**src/rtl/p405s_icu_regarbfill.sv**
```systemverilog
// p405s_icu_regarbfill: arbitrates the ICU address register between fill, cache-op and fetch, and sequences critical-word-first line fills
module p405s_icu_regarbfill #(
  parameter int LINE_WORDS   = 8,
  parameter int STARVE_LIMIT = 4
) (
  input  logic        CB,
  input  logic        Reset,
  input  logic        fetchReq,
  input  logic [0:31] fetchAddr,
  input  logic        cacheOpReq,
  input  logic [0:31] cacheOpAddr,
  input  logic        fillReq,
  input  logic [0:31] fillAddr,
  input  logic        fillBeatVal,
  output logic [0:31] regD,
  output logic        regE1,
  output logic        fetchGnt,
  output logic        cacheOpGnt,
  output logic        fillGnt,
  output logic        fillBusy,
  output logic        fillDone
);
  localparam int SW = $clog2(STARVE_LIMIT + 1);
  typedef enum logic {IDLE, FILL} state_t;
  state_t        state_q, state_d;
  logic [2:0]    beat_cnt_q, beat_cnt_d, crit_idx_q, crit_idx_d, word_idx;
  logic [0:26]   line_base_q, line_base_d;
  logic [SW-1:0] starve_cnt_q, starve_cnt_d;
  logic          idle, starved, beat, last;
  always_ff @(posedge CB) begin
    if (Reset) begin
      state_q      <= IDLE;
      beat_cnt_q   <= '0;
      crit_idx_q   <= '0;
      line_base_q  <= '0;
      starve_cnt_q <= '0;
    end else begin
      state_q      <= state_d;
      beat_cnt_q   <= beat_cnt_d;
      crit_idx_q   <= crit_idx_d;
      line_base_q  <= line_base_d;
      starve_cnt_q <= starve_cnt_d;
    end
  end
  always_comb begin
    state_d      = fillGnt ? FILL : fillDone ? IDLE : state_q;
    beat_cnt_d   = fillGnt ? '0 : beat ? beat_cnt_q + 3'd1 : beat_cnt_q;
    crit_idx_d   = fillGnt ? fillAddr[27:29] : crit_idx_q;
    line_base_d  = fillGnt ? fillAddr[0:26] : line_base_q;
    starve_cnt_d = (!fetchReq || fetchGnt) ? '0 :
                   (state_q == FILL || starved) ? starve_cnt_q : starve_cnt_q + SW'(1);
  end
  always_comb begin
    idle       = !Reset && state_q == IDLE;
    starved    = starve_cnt_q == SW'(STARVE_LIMIT);
    beat       = !Reset && state_q == FILL && fillBeatVal;
    last       = beat_cnt_q == 3'(LINE_WORDS - 1);
    word_idx   = crit_idx_q + beat_cnt_q + 3'd1;
    fillGnt    = idle && fillReq;
    fetchGnt   = idle && !fillReq && fetchReq && (starved || !cacheOpReq);
    cacheOpGnt = idle && !fillReq && cacheOpReq && !(fetchReq && starved);
    fillDone   = beat && last;
    regE1      = fillGnt || fetchGnt || cacheOpGnt || (beat && !last);
    regD       = (fillGnt || fetchGnt || cacheOpGnt) ?
                 (fillGnt ? fillAddr : fetchGnt ? fetchAddr : cacheOpAddr) & 32'hFFFF_FFFC :
                 (beat && !last) ? {line_base_q, word_idx, 2'b00} : '0;
  end
  assign fillBusy = state_q == FILL;
endmodule

```
**config.mk**
```make
export PLATFORM = sky130hd
export DESIGN_NAME = p405s_icu_regarbfill
export DESIGN_NICKNAME = d
export VERILOG_FILES = /design/src/rtl/p405s_icu_regarbfill.sv
export SDC_FILE = /design/constraint.sdc
export NUM_CORES = 1
export LEC_CHECK = 0
export CORE_MARGIN = 10
export CORE_UTILIZATION = 37
export CTS_BUF_LIST = sky130_fd_sc_hd__clkbuf_16
export DETAILED_ROUTE_END_ITERATION = 8
export GPL_TIMING_DRIVEN = 1
export PLACE_DENSITY_LB_ADDON = 0.15
export REMOVE_ABC_BUFFERS = 1
export SLEW_MARGIN = 25
export SYNTH_ARGS = -nofsm -noshare
export SYNTH_HDL_FRONTEND = slang
export SYNTH_SLANG_ARGS = --single-unit
```
**constraint.sdc**
```tcl
create_clock -name CB -period 2.8 [get_ports CB]
set_clock_uncertainty 0.1 [all_clocks]
set_input_delay 0.7 -clock CB [delete_from_list [all_inputs] [get_ports CB]]
set_output_delay 0.7 -clock CB [all_outputs]
set_load 0.05 [all_outputs]
```
==> flow_metrics.tcl, run 1 <==
set metrics [dict create \
    clk_pin_slew_ns 0.05 \
    route.detailed.drc 0 \
    final_common_cell "clkdlybuf4s50_1" \
    path_depth 8 \
    die_area_sq_um 9420 \
    ir_worst_vdd_mv 0.269 \
    grt_usage 0.173 \
    numPortBuffers 131 \
    n_fill_cell 385 \
    max_freq_mhz 357 \
    placedCellCount 444 \
    clockRootBuffer "clkbuf_16" \
    synth_area_sq_um 2200 \
    fin_crit_sh 0.999 \
    drive_gt1_frac 0.297 \
    num_vias 2484 \
    worstMarginPinSlew_ns 0.508 \
    finalNonFillerCells 462 \
    fp.dieW_um 97.1 \
    hold_path.startpoint "crit_idx_q[1]" \
    path_common_cell "buf_12" \
    synth_top_area_share 0.337 \
    yosys_register_bits 37 \
    rrSetupSlack_ns 0.98 \
    period_needed_ns 2.80 \
    final_core_util 0.784 \
    boundaryPins 140 \
    synthXorXnorAreaFrac 0.0199 \
    dpl.hpwl_mm 6.07 \
    seq_area_frac_synth 0.337 \
    final_cell_mix "clkdlybuf4s50_1 (91), buf_12 (44), dfxtp_1 (35)" \
    crit_path_max_incr_delay_ns 0.21 \
    cts.sinks 37 \
    report.final.slew_viol_count 0 \
    worstHoldPathType "register to register" \
    start_kind "input port" \
    leakage_nw 1.94 \
    setup_violations 0 \
    powerDensity_nw_per_um2 433 \
    grt_overflow 0 \
    yosys_warnings 0 \
    synth.distinct_cells 34 \
    r2r_start "fillBusy" \
    design_area_sq_um 4590 \
    fp-row-count 28 \
    synthArstFlopShare 0 \
    cts_tree "done" \
    grt_pass1_vias 2648 \
    placed_area_sq_um 4090 \
    grt_pass1_wl_mm 13.6 \
    synth_edf_count 0 \
    ys_top_cells_by_area "dfxtp_1 (34%), mux2i_1 (14%), a22o_1 (11%)" \
    cp_data_arrival_time_ns 2.00 \
    htreeDepth 2 \
    power_mw 1.99 \
    syn_inst 235 \
    route.detailed.wl_per_inst_um 18.5 \
    core_sq_um 5850 \
    antenna_found_initial 0 \
    wl_mm 8.53 \
    cts_buffers 5 \
    worstPathRequired_ns 2.00 \
    insertion_delay_ns 0.27 \
    first_pass_iters 4 \
    grt_max_degree 31 \
    fp.dieH_um 97.1 \
    whs_endpoint "crit_idx_q[1]" \
    whs_path_depth 2 \
    reg2reg_depth 7 \
    status "complete, no violations" \
    register_area_sq_um 743 \
    path_max_fanout 4 \
    crit_slowest_cell "nor3_4" \
    finalNetCount 494 \
    globalplace.congestion 0.769 \
    hold_viol 0 \
    multi_input_area_sq_um 1460 \
    crit_path_end_kind "output port" \
    timing.rr.end "line_base_q[22]" \
    rsz0062_at_grt "true" \
    cts_max_path_buffers 2 \
    drt_iter0_drc 91 \
    crit_type "input port to output port" \
    synthFlopType "dfxtp_1" \
    diodes 0 \
    antenna_left 0 \
    vias_per_cell 5.38 \
    synthSimpleGateAreaFrac 0.0785 \
    synth_top_area_cell "dfxtp_1" \
    synthAdderAreaFrac 0.0376 \
    syn_area_per_cell_sq_um 9.35 \
    synth_top_family_by_area "compound AO/OA/AOI/OAI gates" \
    crit_chain "buf_8, nor3_4, nand3_4, buf_12, buf_16, mux2i_4, o21ai_2, buf_12" \
    muxShareOfSynthArea 0.141 \
    synth_compound_area_frac 0.308 \
    drv_cap 0 \
    areaGrowthSynthToFinish_pct 109 \
    critical-path-top-delay-family "buffers and inverters" \
    maxSlewHeadroom 0.660 \
    worst-path-buf-inv 4 \
    start_util 0.376 \
]
## kinds of logic (layout without fill, tap and decap cells)
| logic type | after synthesis | in the layout |
|---|---|---|
| AOI/OAI and AO/OA | 96 | 96 |
| and+or+nand+nor | 30 | 30 |
| muxes | 31 | 31 |
| xor gates and xnor gates | 5 | 5 |
| DFF | 37 | 37 |
| buffers and inverters | 29 | 180 |
| other | 1 | 2 |
| adders and majority gates | 6 | 6 |
## worst min-delay path, delay by kind of cell (launching register included)
family	cells	cell delay, ns
DFF	1	0.31
and+or+nand+nor	2	0.10
## area by class of cell
type / instances / share of cell area
multi-input combinational: 170 / 0.319
sequential: 37 / 0.162
clock inverter: 3 / 0.00900
inverter: 8 / 0.00654
clock buffer: 5 / 0.0273
tap: 75 / 0.0204
timing repair buffer: 164 / 0.456
## timing repair
action | 4_1_cts | 5_1_grt
gates resized for setup | 55 | 22
cloned | 5 | 0
hold buffers | 0 | 0
pin swaps | 8 | 6
endpoints found under the setup margin | 34 | 29
buffers inserted | 7 | 0
## cell usage after synthesis, types with 2 or more instances
master / count
o221ai_1: 2
o21ai_0: 17
ha_1: 5
buf_6: 4
a22o_1: 28
nand2b_1: 2
nor2_1: 9
buf_4: 3
dfxtp_1: 37
buf_2: 12
o21ai_1: 13
xnor2_1: 2
clkbuf_2: 2
a21oi_1: 4
mux2i_1: 31
xor2_1: 3
a22oi_1: 28
nand2_1: 8
nor3_1: 3
inv_1: 8
## per-layer routing
metal / vias up / GRT usage / wire (um)
met1: 1191 / 0.188 / 3340
met2: 90 / 0.311 / 4480
met3: 7 / 0.0612 / 619
li1: 1196 / - / -
met5: - / 0 / 0
met4: 0 / 0.0397 / 92
## registers in the layout, indices dropped and copies added (netlist names)
register	flops
line_base_q	27
beat_cnt_q	3
crit_idx_q	3
starve_cnt_q	3
fillBusy	1
## power breakdown
group	internal (mW)	switching (mW)
Sequential	0.567	0.0237
Clock	0.416	0.212
Combinational	0.410	0.360
## worst max-delay path by stage
stage	from	to	slack, ns
finish	Reset	regD[15]	0.002
global route	Reset	regD[15]	-0.05
CTS	beat_cnt_q[0]	regD[27]	0.004
detailed placement	Reset	regD[27]	-0.37
global placement	Reset	regD[6]	-0.35
floorplan	fillBusy	regD[0]	-1.97
## metrics by stage
| step | setup WS (ns) | setup TNS [ns] | hold slack (ns) |
|---|---|---|---|
| final | 0.00163 | 0 | 0.347 |
| after global routing | -0.0458 | -0.152 | 0.365 |
| after CTS | 0.00384 | 0 | 0.354 |
| after detailed placement | -0.368 | -10.23 | 0.340 |
| after global placement | -0.349 | -9.79 | 0.332 |
| after floorplan | -1.97 | -117.56 | 0.322 |
Power figures use the tool's default switching activity.
==> run 2, diff against run 1 <==
--- a/config.mk
+++ b/config.mk
@@ -11,5 +11,5 @@
 export DETAILED_ROUTE_END_ITERATION = 8
 export GPL_TIMING_DRIVEN = 1
-export PLACE_DENSITY_LB_ADDON = 0.15
+export PLACE_DENSITY_LB_ADDON = 0.05
 export REMOVE_ABC_BUFFERS = 1
 export SLEW_MARGIN = 25
==> constraint.sdc (replaced) <==
create_clock -name CB -period 3.15 [get_ports CB]
set_clock_uncertainty 0.1 [all_clocks]
set_input_delay 0.7875 -clock CB [delete_from_list [all_inputs] [get_ports CB]]
set_output_delay 0.7875 -clock CB [all_outputs]
set_load 0.1 [all_outputs]
==> run 2 against run 1 <==
Against the previous run:
- combinational power grew 7.0%
- critical path depth stayed put
- final area fell by 1.8%
- global-route usage fell by 0.25 points
- critical path type unchanged
- highest routed layer unchanged
==> flow_metrics.tcl, run 2 (same netlist as run 1, synthesis figures left out) <==
set metrics [dict create \
    status "complete, no violations" \
    max_freq_mhz 327 \
    design_area_sq_um 4510 \
    route.detailed.drc 0 \
    worstHoldPathType "register to register" \
    hold_ws_ns 0.348 \
    largest_register "line_base_q" \
    hold_path.startpoint "crit_idx_q[0]" \
    pwr-share-comb 0.457 \
    cts.sinks 37 \
    num_vias 2465 \
    globalplace.congestion 0.737 \
    reg2reg_depth 7 \
    route.detailed.wl_per_inst_um 17.6 \
    setup_violations 0 \
    leakage_nw 2.01 \
    crit_path_max_incr_delay_ns 0.22 \
    dpl.hpwl_mm 6.31 \
    start_util 0.376 \
    crit_slowest_cell "nand3_4" \
    path_common_cell "buf_12" \
    crit_chain "buf_2, nor3_4, nand3_4, buf_12, buf_4, mux2i_1, o21ai_2, buf_12" \
    critical-path-top-delay-family "buffers and inverters" \
    whs_path_depth 2 \
    cts_buffers 5 \
    grt_pass1_wl_mm 13.5 \
    drv_cap 0 \
    antenna_left 0 \
    intPower_mw 1.16 \
    report.final.slew_viol_count 0 \
    core_sq_um 5850 \
    power_mw 1.81 \
    drt_iter0_drc 57 \
    whs_endpoint "crit_idx_q[0]" \
    fp.dieW_um 97.1 \
    ir_worst_vdd_mv 0.272 \
    cts_tree "done" \
    n_fill_cell 402 \
    fp.dieH_um 97.1 \
    grt_max_degree 22 \
    hold_viol 0 \
    final_common_cell "clkdlybuf4s50_1" \
    crit_type "input port to output port" \
    start_kind "input port" \
    diodes 0 \
    clockRootBuffer "clkbuf_16" \
    grt_usage 0.170 \
    cts_max_path_buffers 2 \
    rsz0062_at_grt "false" \
    rrSetupSlack_ns 0.87 \
    drive_gt1_frac 0.272 \
    numPortBuffers 131 \
    clk_pin_slew_ns 0.05 \
    boundaryPins 140 \
    htreeDepth 2 \
    largest_reg_flops 27 \
    r2r_start "fillBusy" \
    power_frac_seq 0.291 \
    fin_crit_sh 0.970 \
    timing.rr.end "line_base_q[25]" \
    grt_overflow 0 \
    first_pass_iters 4 \
    areaGrowthSynthToFinish_pct 105 \
    final_cell_mix "clkdlybuf4s50_1 (90), buf_12 (43), buf_4 (37)" \
    crit_path_end_kind "output port" \
    power_frac_clock 0.252 \
    fp-row-count 28 \
    grt_pass1_vias 2692 \
    wl_mm 8.39 \
    period_needed_ns 3.06 \
    worstMarginPinSlew_ns 0.809 \
    finalNetCount 508 \
    p_sw_mw 0.649 \
    switching_share 0.359 \
    path_max_fanout 8 \
    die_area_sq_um 9420 \
    maxSlewHeadroom 0.460 \
    placed_area_sq_um 4210 \
    insertion_delay_ns 0.27 \
    worstPathRequired_ns 2.26 \
    vias_per_cell 5.18 \
    cp_data_arrival_time_ns 2.17 \
    antenna_found_initial 0 \
    hold_buffers 0 \
    powerDensity_nw_per_um2 401 \
    worst-path-buf-inv 4 \
]
run 2: worst max path at each step:
| stage | from | endpoint | slack (ns) | depth (start not counted) |
|---|---|---|---|---|
| global route | Reset | regD[29] | 0.01 | 7 |
| global placement | Reset | regD[0] | -0.24 | 8 |
| CTS | cacheOpReq | regD[20] | 0.01 | 8 |
| floorplan | fillBusy | regD[0] | -3.03 | 3 |
| detailed placement | Reset | regD[27] | -0.25 | 8 |
| finish | Reset | regD[5] | 0.09 | 8 |
run 2: per-layer routing:
metal,global-route usage,wire [um],vias up
met5,0,0,-
met4,0.0409,76,0
met3,0.0740,700,6
met2,0.292,4110,94
met1,0.189,3490,1149
li1,-,-,1216
run 2: power by group through the flow:
stage | combinational (mW) | clock [mW] | sequential, mW
2_1_floorplan | 0.400 | 0 | 0.542
3_3_place_gp | 0.795 | 0 | 0.531
3_5_place_dp | 0.804 | 0 | 0.532
4_1_cts | 0.824 | 0.465 | 0.524
5_1_grt | 0.863 | 0.484 | 0.528
6_report | 0.824 | 0.456 | 0.525
run 2: layout make-up:
cell class                      instances  area [sq um]  share of cell area
Sequential cell                        37           743               0.165
Timing Repair Buffer                  178          2150               0.478
Tap cell                               75          93.8              0.0208
Multi-Input combinational cell        170          1350               0.300
Clock buffer                            5           125              0.0278
Inverter                                8          30.0             0.00666
Clock inverter                          3          11.3             0.00250
run 2: per-stage QoR:
step / std cells / utilization / worst slack, ns / TNS [ns]
floorplan: 215 / - / -3.03 / -169.97
global placement: 460 / 0.720 / -0.242 / -6.08
detailed placement: 460 / 0.720 / -0.253 / -6.41
CTS: 477 / 0.769 / 0.0126 / 0
global route: 476 / 0.770 / 0.0139 / 0
finish: 476 / 0.770 / 0.0940 / 0
run 2: repair_timing:
action / CTS / global route
endpoints found under the setup margin: 32 / 12
resized for setup: 18 / 14
pin swaps: 5 / 4
setup buffers: 6 / 0
gates cloned: 3 / 0
run 2: worst register-to-register path, delay by kind of cell (launching register included):
| family | cells | cell delay [ns] |
|---|---|---|
| buffers and inverters | 4 | 0.85 |
| AND/OR/NAND/NOR | 2 | 0.69 |
| flip-flops | 1 | 0.42 |
| AO/OA/AOI/OAI | 1 | 0.16 |
